File: src/rtl/instr_mem_pkg.sv
// Shared types and constants for the instruction-fetch responder.
// The response-stage struct carries data at the widest legal width; narrower configurations use its low bits.
package instr_mem_pkg;

    localparam int DW_NARROW       = 32;
    localparam int DW_WIDE         = 128;
    localparam int DW_MAX          = DW_WIDE;
    localparam int WORD_OFS_NARROW = 2;
    localparam int WORD_OFS_WIDE   = 4;

    localparam logic [DW_MAX-1:0] OOR_RDATA_DEFAULT = '0;

    typedef struct packed {
        logic              valid;
        logic              oor;
        logic [DW_MAX-1:0] data;
    } resp_stage_t;

    function automatic int word_ofs(input int data_w);
        return (data_w == DW_WIDE) ? WORD_OFS_WIDE : WORD_OFS_NARROW;
    endfunction

endpackage

File: src/rtl/instr_mem_resp_pipe.sv
// LATENCY-deep response delay line; SRAM data is captured while its request sits in stage 0.
// Each stage only loads data behind a valid entry, so the output holds the last response between beats.
module instr_mem_resp_pipe
    import instr_mem_pkg::*;
#(
    parameter int                    LATENCY    = 1,
    parameter int                    DATA_WIDTH = 32,
    parameter logic [DATA_WIDTH-1:0] OOR_RDATA  = '0
) (
    input  logic                  clk,
    input  logic                  rst,
    input  logic                  i_valid,
    input  logic                  i_oor,
    input  logic [DATA_WIDTH-1:0] i_mem_rdata,
    output logic                  o_rvalid,
    output logic [DATA_WIDTH-1:0] o_rdata
);

    resp_stage_t           r_stage [LATENCY];
    logic [DATA_WIDTH-1:0] w_cap;
    logic                  w_unused_bits;

    assign w_cap = r_stage[0].oor ? OOR_RDATA : i_mem_rdata;

    // Stage 0 takes the grant; stage 1 takes the SRAM word; later stages only shift.
    always_ff @(posedge clk or posedge rst) begin
        if (rst) begin
            for (int i = 0; i < LATENCY; i++) begin
                r_stage[i] <= '0;
            end
        end else begin
            r_stage[0].valid <= i_valid;
            r_stage[0].oor   <= i_oor;
            if (r_stage[0].valid) begin
                r_stage[0].data <= DW_MAX'(w_cap);
            end
            for (int i = 1; i < LATENCY; i++) begin
                r_stage[i].valid <= r_stage[i-1].valid;
                r_stage[i].oor   <= r_stage[i-1].oor;
                if (r_stage[i-1].valid) begin
                    r_stage[i].data <= (i == 1) ? DW_MAX'(w_cap) : r_stage[i-1].data;
                end
            end
        end
    end

    generate
        if (LATENCY == 1) begin : g_comb_out
            // Stage 0 data doubles as the hold register for the combinational output.
            assign o_rvalid = r_stage[0].valid;
            assign o_rdata  = r_stage[0].valid ? w_cap : r_stage[0].data[DATA_WIDTH-1:0];
        end else begin : g_reg_out
            assign o_rvalid = r_stage[LATENCY-1].valid;
            assign o_rdata  = r_stage[LATENCY-1].data[DATA_WIDTH-1:0];
        end
    endgenerate

    assign w_unused_bits = ^{r_stage[0].data, r_stage[LATENCY-1].data, r_stage[LATENCY-1].oor};

endmodule

File: src/rtl/instr_mem_responder.sv
// Instruction-fetch slave: grants requests, reads a synchronous SRAM and returns data in order
// after a fixed latency, with an outstanding cap and wait-state injection on the grant.
module instr_mem_responder
    import instr_mem_pkg::*;
#(
    parameter int                    ADDR_WIDTH      = 14,
    parameter int                    DATA_WIDTH      = 32,
    parameter int                    LATENCY         = 1,
    parameter int                    MAX_OUTSTANDING = 2,
    parameter logic [DATA_WIDTH-1:0] OOR_RDATA       = OOR_RDATA_DEFAULT[DATA_WIDTH-1:0]
) (
    input  logic                  clk,
    input  logic                  rst,
    input  logic                  instr_req_i,
    input  logic [31:0]           instr_addr_i,
    output logic                  instr_gnt_o,
    output logic                  instr_rvalid_o,
    output logic [DATA_WIDTH-1:0] instr_rdata_o,
    input  logic                  stall_gnt_i,
    output logic                  mem_en_o,
    output logic [ADDR_WIDTH-1:0] mem_addr_o,
    input  logic [DATA_WIDTH-1:0] mem_rdata_i,
    output logic [2:0]            outstanding_o
);

    localparam int         WORD_OFS = word_ofs(DATA_WIDTH);
    localparam logic [2:0] MAX_OUT  = 3'(MAX_OUTSTANDING);

    logic                  w_oor;
    logic                  w_retire;
    logic                  w_gnt;
    logic [ADDR_WIDTH-1:0] w_word;
    logic                  w_unused_addr;
    logic [2:0]            r_outstanding;

    assign w_oor         = |instr_addr_i[31:ADDR_WIDTH+2];
    assign w_word        = ADDR_WIDTH'(instr_addr_i[ADDR_WIDTH+1:WORD_OFS]);
    assign w_unused_addr = ^instr_addr_i[WORD_OFS-1:0];

    // A response leaving this cycle frees a slot, so a full responder can still grant.
    assign w_retire = instr_rvalid_o;
    assign w_gnt    = instr_req_i & ~stall_gnt_i & ~rst & ((r_outstanding < MAX_OUT) | w_retire);

    assign instr_gnt_o   = w_gnt;
    assign mem_en_o      = w_gnt & ~w_oor;
    assign mem_addr_o    = w_word;
    assign outstanding_o = r_outstanding;

    always_ff @(posedge clk or posedge rst) begin
        if (rst) begin
            r_outstanding <= '0;
        end else begin
            case ({w_gnt, w_retire})
                2'b10:   r_outstanding <= r_outstanding + 3'd1;
                2'b01:   r_outstanding <= r_outstanding - 3'd1;
                default: r_outstanding <= r_outstanding;
            endcase
        end
    end

    instr_mem_resp_pipe #(
        .LATENCY    (LATENCY),
        .DATA_WIDTH (DATA_WIDTH),
        .OOR_RDATA  (OOR_RDATA)
    ) u_pipe (
        .clk         (clk),
        .rst         (rst),
        .i_valid     (w_gnt),
        .i_oor       (w_oor),
        .i_mem_rdata (mem_rdata_i),
        .o_rvalid    (instr_rvalid_o),
        .o_rdata     (instr_rdata_o)
    );

endmodule

File: config.mk
export PLATFORM = sky130hd
export DESIGN_NAME = instr_mem_responder
export DESIGN_NICKNAME = d
export VERILOG_FILES = /design/src/rtl/instr_mem_pkg.sv /design/src/rtl/instr_mem_resp_pipe.sv /design/src/rtl/instr_mem_responder.sv
export SDC_FILE = /design/constraint.sdc
export NUM_CORES = 1
export LEC_CHECK = 0
export ABC_AREA = 1
export CORE_ASPECT_RATIO = 0.5
export CORE_MARGIN = 1
export CORE_UTILIZATION = 38
export DETAILED_ROUTE_END_ITERATION = 12
export PLACE_DENSITY = 0.85
export SLEW_MARGIN = 10
export SYNTH_ARGS = -nofsm -noshare
export SYNTH_HDL_FRONTEND = slang
export SYNTH_SLANG_ARGS = --single-unit
File: constraint.sdc
create_clock -name clk -period 3.7 [get_ports clk]
set_clock_uncertainty 0.05 [all_clocks]
set_input_delay 0.37 -clock clk [delete_from_list [all_inputs] [get_ports clk]]
set_output_delay 0.37 -clock clk [all_outputs]
set_load 0.1 [all_outputs]
==> reports/qor.txt <==
status: finished, final reports clean
Antenna Cells: 0
via count: 1478
met2 wire length: 2250 um
DRC viols: 0
worst vdd ir: 0.141 mV
fin crit share: 71.3%
Slowest-stage cell, CP: or2_4
Critical R2R Capture: u_pipe.r_stage[30]$_DFFE_PP0P_
setup TNS: 0 ns
RSZ-0062 raised after global routing: false
P_leak: 1.33 nW
largest family of logic cells by synthesized area: buffers and inverters
FF-to-FF path depth: 3
Synth Flop Type: dfrtp_1
Post-synth EDFFs: 0
Metal-1 WL: 1480 um
initial DRC count: 30
final setup vio count: 0
nets: 341
share of cells above drive strength 1: 27.2%
global route total overflow: 0
critical-path maximum fanout: 35
slew at the pin closest to its max-slew limit: 0.977 ns
DIE AREA: 5010 sq um
Total GRT Usage: 17.3%
Fin. Hold Viols: 0
Total Wirelength: 4020 um
initial antenna violation count: 0
most frequent cells after synthesis: nand2_1, inv_1, dfrtp_1
die height: 50.5 um
Placer Congestion: 0.728
Starting Density: 40.1%
clk sinks: 37
register area share after synthesis: 51.7%
mapped cell area: 1790 sq um
IO Port Bufs: 89
row count: 17
largest net degree at the start of global routing: 36
yosys warns: 0
CTS Buf Count: 5
synthesized flop and latch total: 37
Synth area leader: dfrtp_1
worst min path class: primary input to asynchronous set/reset pin
top-count cell post-synth: nand2_1
CTS Buffer Depth: 2
mux contribution to synthesized area: 0%
FMAX: 0.379 GHz
cts hold-fix bufs: 0
slowest stage delay, CP: 0.58 ns
CTS H-tree depth: 2
post-CTS sizing: 0
reg2reg start: u_pipe.o_rvalid$_DFF_PP0_
relative slew slack: 34.7%
Avg WL per Cell: 12.2 um
startpoint types: register
post-DR vias/cell: 4.49
CTS tree: yes
post-layout util: 59.0%
critical path arrival: 2.22 ns
CTS Root Cell: clkbuf_8
syn nets: 264
Synth Instances: 195
io pins: 120
top post-synthesis cells by area: dfrtp_1, o21ai_2, nand2_1, inv_1, buf_4
met3 routed WL: 185 um
vias in the first global route: 1545
Reg2Reg Setup Slack: 1.84 ns
Simple-Gate Fraction of Synth Area: 14.4%
Synth async-reset ratio: 100%
Synth top area share: 51.7%
Tmin final: 2.64 ns
Synth Area in XOR/XNOR: 0.489%
global-route wire length before repair: 6580 um
pwr dens: 290 nW/um^2
core area: 4470 sq um
CP Cell Sequence: inv_2, or2_4, o21ai_0, buf_4
Final HPWL DP: 3010 um
Crit. End Element: output port
Final WS setup: 1.06 ns
Chip Width: 99.1 um
Clk Latency, worst-skew pair: 0.29 ns
compound-gate portion of the synthesized area: 15.5%
Post-CTS Setup Bufs: 0
Post-DRT Antenna Nets: 0
synthesized area per cell: 9.18 sq um
Pre-antenna DRT Iters: 4
Synth cell types: 16
Final Max Tran Viols: 0
top layer in use: met4
max_cap viols: 0
worst path required time: 3.28 ns
pre-CTS setup slack: 1.34 ns
synth-to-layout area growth: 47.2%
adder-cell share of the synthesized area: 1.12%
Crit Path Category: register to output port
register clock-pin slew on the reported worst setup and hold paths: 0.07 ns
## layout make-up
| cell class | count | area, sq um |
|---|---|---|
| inverters | 40 | 150 |
| fillers | 361 | 1830 |
| well taps | 57 | 71.3 |
| flip-flops and latches | 37 | 926 |
| clock buffers | 7 | 86.3 |
| repair buffers | 90 | 838 |
| multi-input cells | 98 | 564 |
## logic make-up after synthesis
kind of cell,count (synthesis)
xor+xnor,1
fa+ha+maj,1
compound gates,33
simple gates,63
flops,37
buf+inv,60
## flip-flops by register name (all words and copies together), names as in the netlist
signal,count
u_pipe.r_stage,33
outstanding_o,3
u_pipe.o_rvalid,1
## power breakdown
group            switching (W)  internal (W)  leakage (nW)  total [W]
clock                 0.000137      0.000148        0.0443   0.000284
combinational        0.0000256     0.0000512         0.945  0.0000768
sequential     0.0000000000984      0.000404         0.339   0.000404
## placed cells by master (no fill, tap or decap)
cell type | netlist | routed
or2_2 | 1 | 1
o21ai_2 | 30 | 30
buf_12 | 0 | 2
inv_1 | 39 | 39
dfrtp_1 | 37 | 37
clkdlybuf4s50_1 | 0 | 55
clkbuf_1 | 3 | 1
buf_4 | 14 | 33
nand2_1 | 42 | 42
fa_1 | 1 | 1
clkbuf_8 | 0 | 6
nor2_1 | 12 | 12
inv_2 | 1 | 1
nand3_1 | 3 | 3
nand4_1 | 4 | 4
o21ai_0 | 3 | 3
xor2_1 | 1 | 1
or2_4 | 1 | 1
## worst max-delay path, delay by kind of cell (launching register included)
| kind | cells | cell delay [ns] |
|---|---|---|
| compound gates | 1 | 0.20 |
| buf+inv | 2 | 0.71 |
| flops | 1 | 0.42 |
| simple gates | 1 | 0.58 |
## how the worst max path moves through the flow
stage,end,startpoint,slack (ns)
6_report,instr_rdata_o[30],u_pipe.o_rvalid$_DFF_PP0_,1.06
5_1_grt,instr_rdata_o[30],u_pipe.o_rvalid$_DFF_PP0_,0.87
4_1_cts,instr_rdata_o[30],u_pipe.o_rvalid$_DFF_PP0_,1.02
3_5_place_dp,instr_rdata_o[30],u_pipe.o_rvalid$_DFF_PP0_,1.34
3_3_place_gp,instr_rdata_o[0],u_pipe.o_rvalid$_DFF_PP0_,1.39
2_1_floorplan,instr_rdata_o[0],u_pipe.o_rvalid$_DFF_PP0_,-0.30
## stage by stage
stage	area (sq um)	instances	hold WS [ns]	power, W
after floorplan	1790	195	0.519	0.000503
after global placement	2550	322	0.404	0.000488
after detailed placement	2550	322	0.407	0.000490
after CTS	2640	329	0.233	0.000773
after global routing	2640	329	0.256	0.000794
final	2640	329	0.243	0.000766
## metal layers
metal  GRT usage [%]  up-vias
met4            8.82        0
met1            17.4      706
li1                -      724
met3            3.34       13
met2            34.6       35
met5               0        -
Power figures use the tool's default switching activity.
